===== config.mk =====
export PLATFORM = sky130hd
export DESIGN_NAME = servo_pwm_bank
export DESIGN_NICKNAME = d
export VERILOG_FILES = /design/src/rtl/servo_pwm_bank.sv
export SDC_FILE = /design/constraint.sdc
export NUM_CORES = 2
export LEC_CHECK = 0
export BUFFER_PORTS_ARGS = -buffer_cell sky130_fd_sc_hd__buf_2
export CORE_MARGIN = 4
export CORE_UTILIZATION = 45
export CTS_CLUSTER_DIAMETER = 40
export CTS_CLUSTER_SIZE = 40
export DETAILED_ROUTE_END_ITERATION = 12
export SLEW_MARGIN = 20
export SYNTH_ARGS = -nofsm -noshare
export SYNTH_HDL_FRONTEND = slang
export SYNTH_SLANG_ARGS = --single-unit

===== constraint.sdc =====
create_clock -name clk -period 12.5 [get_ports clk]
set_input_delay 1.875 -clock clk [delete_from_list [all_inputs] [get_ports clk]]
set_output_delay 1.875 -clock clk [all_outputs]
set_load 0.02 [all_outputs]

===== src/rtl/servo_pwm_bank.sv =====
// servo_pwm_bank: NUM_CH hobby-servo PWM channels sharing one frame timebase.
// Each channel either tracks a clamped target width or sweeps MIN_US..MAX_US,
// moving at most STEP_US per update tick. A channel's width is latched at frame
// start, so a pulse already in progress never changes length.
//
// Ports:
//   clk, rst          clock, asynchronous active-high reset
//   cmd_valid/ready   command handshake (ready drops only on the update-tick cycle)
//   cmd_chan          target channel
//   cmd_mode          0 = track cmd_width_us, 1 = sweep
//   cmd_width_us      target width in us (clamped to MIN_US..MAX_US)
//   cmd_err           one-cycle pulse after accepting a command for a missing channel
//   mon_chan          channel shown on mon_width_us (0 when out of range)
//   frame_start       one-cycle pulse at the start of every frame
//   at_target         per channel: tracking and ramped width equals target
//   pwm_out           servo pulse outputs
module servo_pwm_bank #(
    parameter int unsigned NUM_CH     = 5,
    parameter int unsigned CLK_HZ     = 50_000_000,
    parameter int unsigned FRAME_US   = 20000,
    parameter int unsigned MIN_US     = 1000,
    parameter int unsigned MAX_US     = 2000,
    parameter int unsigned STEP_US    = 10,
    parameter int unsigned UPDATE_DIV = 250000,
    localparam int unsigned CW        = (NUM_CH > 1) ? $clog2(NUM_CH) : 1
) (
    input  logic              clk,
    input  logic              rst,
    input  logic              cmd_valid,
    output logic              cmd_ready,
    input  logic [CW-1:0]     cmd_chan,
    input  logic              cmd_mode,
    input  logic [15:0]       cmd_width_us,
    output logic              cmd_err,
    input  logic [CW-1:0]     mon_chan,
    output logic [15:0]       mon_width_us,
    output logic              frame_start,
    output logic [NUM_CH-1:0] at_target,
    output logic [NUM_CH-1:0] pwm_out
);

    localparam int unsigned PSC_DIV = CLK_HZ / 1_000_000;
    localparam int unsigned PSC_W   = (PSC_DIV > 1) ? $clog2(PSC_DIV) : 1;
    localparam int unsigned UPD_W   = (UPDATE_DIV > 1) ? $clog2(UPDATE_DIV) : 1;

    localparam logic [PSC_W-1:0] PSC_LAST = PSC_W'(PSC_DIV - 1);
    localparam logic [15:0]      FUS_LAST = 16'(FRAME_US - 1);
    localparam logic [UPD_W-1:0] UPD_LAST = UPD_W'(UPDATE_DIV - 1);
    localparam logic [15:0]      MIN_W    = 16'(MIN_US);
    localparam logic [15:0]      MAX_W    = 16'(MAX_US);
    localparam logic [15:0]      MID_W    = 16'((MIN_US + MAX_US) / 2);
    localparam logic [16:0]      STEP_W   = 17'(STEP_US);
    localparam logic [CW:0]      NCH_W    = (CW + 1)'(NUM_CH);

    logic [PSC_W-1:0] psc;
    logic [15:0]      frame_us;
    logic [15:0]      fus_q;       // frame_us delayed to line up with frame_start
    logic [UPD_W-1:0] upd_cnt;
    logic             tick_q;
    logic             primed;      // suppresses pwm until the first frame_start

    logic [15:0]       target [NUM_CH];
    logic [15:0]       cur    [NUM_CH];
    logic [15:0]       active [NUM_CH];
    logic [NUM_CH-1:0] mode;
    logic [NUM_CH-1:0] dir;

    logic              psc_wrap_c;
    logic              frame_zero_c;
    logic [UPD_W-1:0]  upd_nxt_c;
    logic              accept_c;
    logic              chan_ok_c;
    logic [15:0]       clamp_c;
    logic [15:0]       cur_nxt_c [NUM_CH];
    logic [NUM_CH-1:0] dir_nxt_c;

    // Move c toward t by at most STEP_US, never overshooting; 17-bit so no wrap.
    function automatic logic [15:0] step_toward(input logic [15:0] c, input logic [15:0] t);
        logic [16:0] c17;
        logic [16:0] t17;
        logic [16:0] r;
        c17 = {1'b0, c};
        t17 = {1'b0, t};
        if (c17 < t17)
            r = (c17 + STEP_W > t17) ? t17 : c17 + STEP_W;
        else if (c17 > t17)
            r = (c17 < t17 + STEP_W) ? t17 : c17 - STEP_W;
        else
            r = c17;
        return r[15:0];
    endfunction

    // Counter decode and command qualification.
    always_comb begin
        psc_wrap_c   = (psc == PSC_LAST);
        frame_zero_c = (psc == '0) && (frame_us == '0);
        upd_nxt_c    = (upd_cnt == UPD_LAST) ? '0 : upd_cnt + UPD_W'(1);
        accept_c     = cmd_valid && cmd_ready;
        chan_ok_c    = ({1'b0, cmd_chan} < NCH_W);
        clamp_c      = (cmd_width_us < MIN_W) ? MIN_W :
                       (cmd_width_us > MAX_W) ? MAX_W : cmd_width_us;
    end

    // Per-channel width/direction applied on the next update tick.
    always_comb begin
        cur_nxt_c = cur;
        dir_nxt_c = dir;
        for (int i = 0; i < NUM_CH; i++) begin
            if (!mode[i]) begin
                cur_nxt_c[i] = step_toward(cur[i], target[i]);
            end else if (dir[i]) begin
                if (cur[i] >= MAX_W) dir_nxt_c[i] = 1'b0;
                else                 cur_nxt_c[i] = step_toward(cur[i], MAX_W);
            end else begin
                if (cur[i] <= MIN_W) dir_nxt_c[i] = 1'b1;
                else                 cur_nxt_c[i] = step_toward(cur[i], MIN_W);
            end
        end
    end

    // Timebase: us prescaler, frame position and update-tick divider.
    always_ff @(posedge clk or posedge rst) begin
        if (rst) begin
            psc         <= '0;
            frame_us    <= '0;
            fus_q       <= '0;
            upd_cnt     <= '0;
            tick_q      <= 1'b0;
            cmd_ready   <= 1'b1;
            frame_start <= 1'b0;
            primed      <= 1'b0;
        end else begin
            psc <= psc_wrap_c ? '0 : psc + PSC_W'(1);
            if (psc_wrap_c)
                frame_us <= (frame_us == FUS_LAST) ? '0 : frame_us + 16'(1);
            fus_q       <= frame_us;
            upd_cnt     <= upd_nxt_c;
            tick_q      <= (upd_nxt_c == UPD_LAST);
            cmd_ready   <= (upd_nxt_c != UPD_LAST);
            frame_start <= frame_zero_c;
            primed      <= primed || frame_start;
        end
    end

    // Channel state: commands, ramp updates and frame-start width capture.
    always_ff @(posedge clk or posedge rst) begin
        if (rst) begin
            for (int i = 0; i < NUM_CH; i++) begin
                target[i] <= MID_W;
                cur[i]    <= MID_W;
                active[i] <= MID_W;
            end
            mode    <= '0;
            dir     <= '1;
            cmd_err <= 1'b0;
        end else begin
            cmd_err <= accept_c && !chan_ok_c;
            if (tick_q) begin
                cur <= cur_nxt_c;
                dir <= dir_nxt_c;
            end
            if (accept_c && chan_ok_c) begin
                for (int i = 0; i < NUM_CH; i++) begin
                    if (cmd_chan == CW'(i)) begin
                        mode[i] <= cmd_mode;
                        if (!cmd_mode) target[i] <= clamp_c;
                    end
                end
            end
            // Same-edge capture sees cur from before any coincident tick.
            if (frame_zero_c) active <= cur;
        end
    end

    // Outputs registered from channel state.
    always_ff @(posedge clk or posedge rst) begin
        if (rst) begin
            pwm_out      <= '0;
            at_target    <= '1;
            mon_width_us <= '0;
        end else begin
            mon_width_us <= '0;
            for (int i = 0; i < NUM_CH; i++) begin
                pwm_out[i]   <= (primed || frame_start) && (fus_q < active[i]);
                at_target[i] <= !mode[i] && (cur[i] == target[i]);
                if (mon_chan == CW'(i)) mon_width_us <= cur[i];
            end
        end
    end

endmodule


Yosys cells after proc, flatten, opt, wreduce, memory -nomap -nowiden
Cells that the tools add are included.

Register bits after elaboration: 337. Input port bits: 26. Output and inout bits: 29. Word-level logic and storage cells: 327.

Add/subtract/negate cells: 18. $lt $le $gt $ge: 78. Equality and inequality tests: 38. Multiplexer cells: 105. Bitwise operators: 1. Reductions and logical operators: 50.

Operator list (count): $mux W16 (88); $lt A16 B10 Y1 const B (11); $add A16 B4 Y17 const B (10); $lt A16 B11 Y1 const B (10); $lt A16 B16 Y1 (10); $gt A16 B11 Y1 const B (6); $gt A17 B10 Y1 const B (5); $gt A17 B11 Y1 const B (5); $gt A17 B16 Y1 (5); $lt A16 B17 Y1 (5); $eq A16 B16 Y1 (5); $ge A16 B11 Y1 const B (5); $gt A16 B10 Y1 const B (5); $gt A16 B16 Y1 (5); $le A16 B10 Y1 const B (5); $sub A16 B4 Y16 const B (5); $eq A18 B18 Y1 const B (2); $ne A3 B3 Y1 const B (10); $reduce_and A6 Y1 (5); $ne A4 B1 Y1 const B (5); $ne A4 B2 Y1 const B (5); $reduce_and A2 Y1 (10); $add A18 B1 Y18 const B (1); $mux W18 (1); other kinds (20) (66).

Depth between registers and ports, before layout
Depth after elaboration: 7. Mapped depth: 17.

Worst setup path before layout
OpenSTA, ideal clock, no wires.

Kind: register to register. Start point: register cur[55] in the netlist's numbering. End point: register cur[59] in the netlist's numbering. Arrival time: 3.933 ns. Slack: 8.480 ns. Cell stages (with the launch flop): 17. Period minus slack after synthesis: 4.020 ns. Cells stage by stage: dfstp_2 > buf_2 > and3_1 > nand3_2 > and4bb_2 > and4_1 > xor2_1 > ha_1 > and3_1 > a221o_1 > a31oi_1 > a2bb2oi_1 > or3b_1 > clkbuf_1 > and2_4 > a2111o_1 > o211ai_1.

Word-level cells in the longest chain between the ends: 7.

Ends and longest elaborated chain: start, declared (RTL line 63) `logic [15:0] cur [NUM_CH];`; start signal, assigned (RTL line 159) `cur <= cur_nxt_c;`; $add A16 B4 Y17 (tied with other cells) (RTL line 85) `r = (c17 + STEP_W > t17) ? t17 : c17 + STEP_W;`; $gt A17 B10 Y1 (tied with other cells) (RTL line 85); $mux W16 (on tied branches) (RTL line 85, 86); $mux W16 (RTL line 84) `if (c17 < t17)`; $mux W16 (on tied branches) (RTL line 115, 112); $mux W16 (RTL line 111) `end else if (dir[i]) begin`; $mux W16 (RTL line 109) `if (!mode[i]) begin`.

Several ways; a longest one is shown, not always the timed one. The select of a mux whose other input is x is not followed. A chain may end at the register's enable or synchronous reset.

Final worst setup path
Start point: register target[18] in the netlist's numbering. End point: register cur[18] in the netlist's numbering.

Word-level cells in the longest chain between the ends: 6.

Ends and longest elaborated chain: start, declared (RTL line 62) `logic [15:0] target [NUM_CH];`; start signal, assigned by index (RTL line 166) `if (!cmd_mode) target[i] <= clamp_c;`; $add A16 B4 Y17 (RTL line 87) `r = (c17 < t17 + STEP_W) ? t17 : c17 - STEP_W;`; $lt A16 B17 Y1 (RTL line 87); $mux W16 (RTL line 87); $mux W16 (RTL line 86) `else if (c17 > t17)`; $mux W16 (RTL line 84); $mux W16 (RTL line 109).

Several ways; a longest one is shown, not always the timed one. The select of a mux whose other input is x is not followed.

==> flow_metrics.tcl <==
set metrics [dict create \
    pwr-share-comb_pct 13.0 \
    fin_worst_skew_ns 0.0301 \
    io_buffers 54 \
    tightest_slew_ns 1.13 \
    antenna_found_initial 1 \
    ir_worst_vdd_mv 0.0969 \
    finalHoldViolations 0 \
    finalSetupViolCount 0 \
    fin_crit_ns 4.86 \
    synth_seq_area_share_pct 29.7 \
    ctsHoldBuffers 0 \
    drive_gt1_share_pct 11.3 \
    placed_cells 4194 \
    synth.avg_cell_area_um2 8.37 \
    finalNonFillerCells 4315 \
    max_slew_margin_pct 24.6 \
    rows 92 \
    cts_tree "built" \
    grt_max_degree 167 \
    vias 27115 \
    ys_types 113 \
    max_cap_viol_count 0 \
    hold_path_class "reg -> reg" \
    dieArea_mm2 0.0683 \
    status "completed" \
    cts_sinks 337 \
    ff2ff_setup_slack_ns 7.64 \
    drt_iter0_drc 2568 \
    cp-start-kind "register" \
    p_sw_mw 1.04 \
    async_flop_share_pct 100 \
    finalCritPeriodShare_pct 38.9 \
    cts_root_buf "clkbuf_16" \
    cp_max_fo 15 \
    die_w_um 261 \
    place_congestion 0.971 \
    sw_frac_of_total_pct 30.6 \
    drv_slew 0 \
    p_clk_share_pct 51.1 \
    grt_pass1_wl_um 161000 \
    dp_hpwl_um 78400 \
    clock.fmax_mhz 206 \
    synth_top_area_cell "dfrtp_1" \
    area_growth_pct 10.2 \
    wirelength_um 106000 \
    grt.overflow.total 0 \
    io-pin-count 55 \
    synth_area_mm2 0.0289 \
    clk_latency_ns 0.61 \
    ctsResizeCount 0 \
    setup_tns_ns 0 \
    synth_cells 3451 \
    synth_ff_type "dfrtp_1" \
    worst_r2r_path_depth 15 \
    cts_buffer_depth 3 \
    p_leak_nw 13.7 \
    min_from "frame_us[15]$_DFFE_PP0N_" \
    wire_per_inst_um 24.5 \
    synth_edf_count 0 \
    rsz0062_at_grt "no" \
    synth_area_leaders "dfrtp_1 (19%), ha_1 (14%), dfstp_2 (11%)" \
    grt_pass1_vias 26330 \
    numCtsBuffers 66 \
    viasPerCell 6.28 \
    hold_depth 0 \
    diodes 0 \
    netlist.area_leader.share_pct 19.1 \
    cp-end-kind "register" \
    final_nets 3774 \
    r2r-end "cur[18]$_DFFE_PP1P_" \
    yosysWarnings 0 \
    post_cts_buffers 0 \
    p_seq_share_pct 35.8 \
    htree_num_levels 3 \
    required_ns 13.01 \
    core_mm2 0.0633 \
    dieHeight_um 261 \
    drc_errors 0 \
    start_util_pct 45.6 \
    timing.rr.start "target[18]$_DFFE_PP1P_" \
    critPathKind "reg -> reg" \
    cp.arrival_ns 5.37 \
    holdPathEnd "fus_q[15]$_DFF_PP0_" \
    fin_util_pct 50.3 \
    grt_use_total_pct 30.4 \
    path_clk_slew_ns 0.06 \
    p_total_mw 3.40 \
    antenna_left 0 \
    drtPass1Iterations 5 \
    p_per_area_mw_per_mm2 107 \
    p_int_mw 2.36 \
    synth_nets 3808 \
    ys_ff_latch 337 \
]
-- worst max-delay path, stage by stage (launching register included) --
cell and delay (ns):
dfstp_2 0.55, inv_1 0.09, o21ai_0 0.75, nand2_1 0.23
nor2_1 0.21, nand3_1 0.12, xnor2_1 0.14, ha_1 0.30
a2111oi_0 0.39, o21ai_0 0.14, o2bb2ai_1 0.14, a21oi_1 0.33
or3_1 0.50, o21ai_2 0.33, o221a_2 0.32, o31ai_1 0.23
-- Yosys cell counts, drive strengths merged (42+ instances only) --
cell type,instances
ha,331
nand2,318
o21ai,303
nor2,269
inv,244
dfrtp,221
a21oi,162
xnor2,140
nand3,117
dfstp,116
clkbuf,115
nor3,78
xor2,60
buf,57
nand4,50
a21o,46
o211ai,46
nor4,45
o21a,43
o22ai,42
-- cell families after synthesis --
kind of cell	share of synthesized area, %
AOI/OAI and AO/OA	22.7
xor gates and xnor gates	6.06
adders and majority gates	14.4
buffers and inverters	5.71
DFF	29.7
muxes	1.91
and+or+nand+nor	19.6
-- through the flow --
step	hold slack [ns]	setup WS, ns	cell area [um^2]
floorplan	0.394	1.48	28900
global placement	0.412	7.62	29600
detailed placement	0.424	7.63	29600
CTS	0.436	7.60	31800
global route	0.461	7.21	31800
finish	0.435	7.64	31800
-- sequential cells by signal (all words and copies together) (netlist names), 6 cells and up --
name,cells
upd_cnt,18
fus_q,16
target,80
active,80
cur,80
frame_us,16
mon_width_us,16
psc,6
-- how the worst max path moves through the flow --
| stage | startpoint | endpoint | cells after the start |
|---|---|---|---|
| floorplan | rst | active[0]$_DFFE_PP0P_ | 1 |
| global placement | target[18]$_DFFE_PP1P_ | cur[18]$_DFFE_PP1P_ | 15 |
| detailed placement | cmd_mode | target[5]$_DFFE_PP0P_ | 4 |
| CTS | target[18]$_DFFE_PP1P_ | cur[18]$_DFFE_PP1P_ | 15 |
| global route | target[18]$_DFFE_PP1P_ | cur[18]$_DFFE_PP1P_ | 15 |
| finish | target[18]$_DFFE_PP1P_ | cur[18]$_DFFE_PP1P_ | 15 |
-- power groups by stage --
stage                     Combinational [mW]  Sequential, mW  Clock [mW]
after global placement                 0.427            1.23           0
after global routing                   0.496            1.22        1.82
after CTS                              0.440            1.22        1.77
after floorplan                        0.321            1.19           0
final                                  0.443            1.22        1.74
after detailed placement               0.436            1.23           0
-- cell usage in the layout, fill, tap and decap left out, types with 42 or more instances in the layout --
| cell | Yosys | routed |
|---|---|---|
| dfrtp_1 | 221 | 221 |
| a21oi_1 | 159 | 158 |
| buf_2 | 47 | 54 |
| nand2_1 | 318 | 318 |
| xor2_1 | 60 | 60 |
| o21ai_0 | 293 | 293 |
| nand3_1 | 114 | 114 |
| inv_1 | 244 | 243 |
| dfstp_2 | 116 | 116 |
| xnor2_1 | 140 | 140 |
| nor2_1 | 266 | 266 |
| a21o_1 | 46 | 46 |
| clkbuf_16 | 0 | 66 |
| ha_1 | 331 | 331 |
| o21a_1 | 42 | 42 |
| nand4_1 | 49 | 49 |
| o211ai_1 | 45 | 45 |
| nor3_1 | 74 | 72 |
| o22ai_1 | 42 | 42 |
-- metal layers --
layer  routed length, um  GRT usage [%]
met4                4820           13.4
met3                7570           4.66
met1               45600           41.4
met2               47600           47.9
met5                  13              0
-- area by class of cell --
class,instances,area (um^2)
Multi-Input combinational cell,2697,18700
Inverter,245,927
Clock inverter,45,444
Timing Repair Buffer,70,407
Clock buffer,75,1730
Sequential cell,337,8580
Tap cell,846,1060
Fill cell,6061,31500
Power figures use the tool's default switching activity.
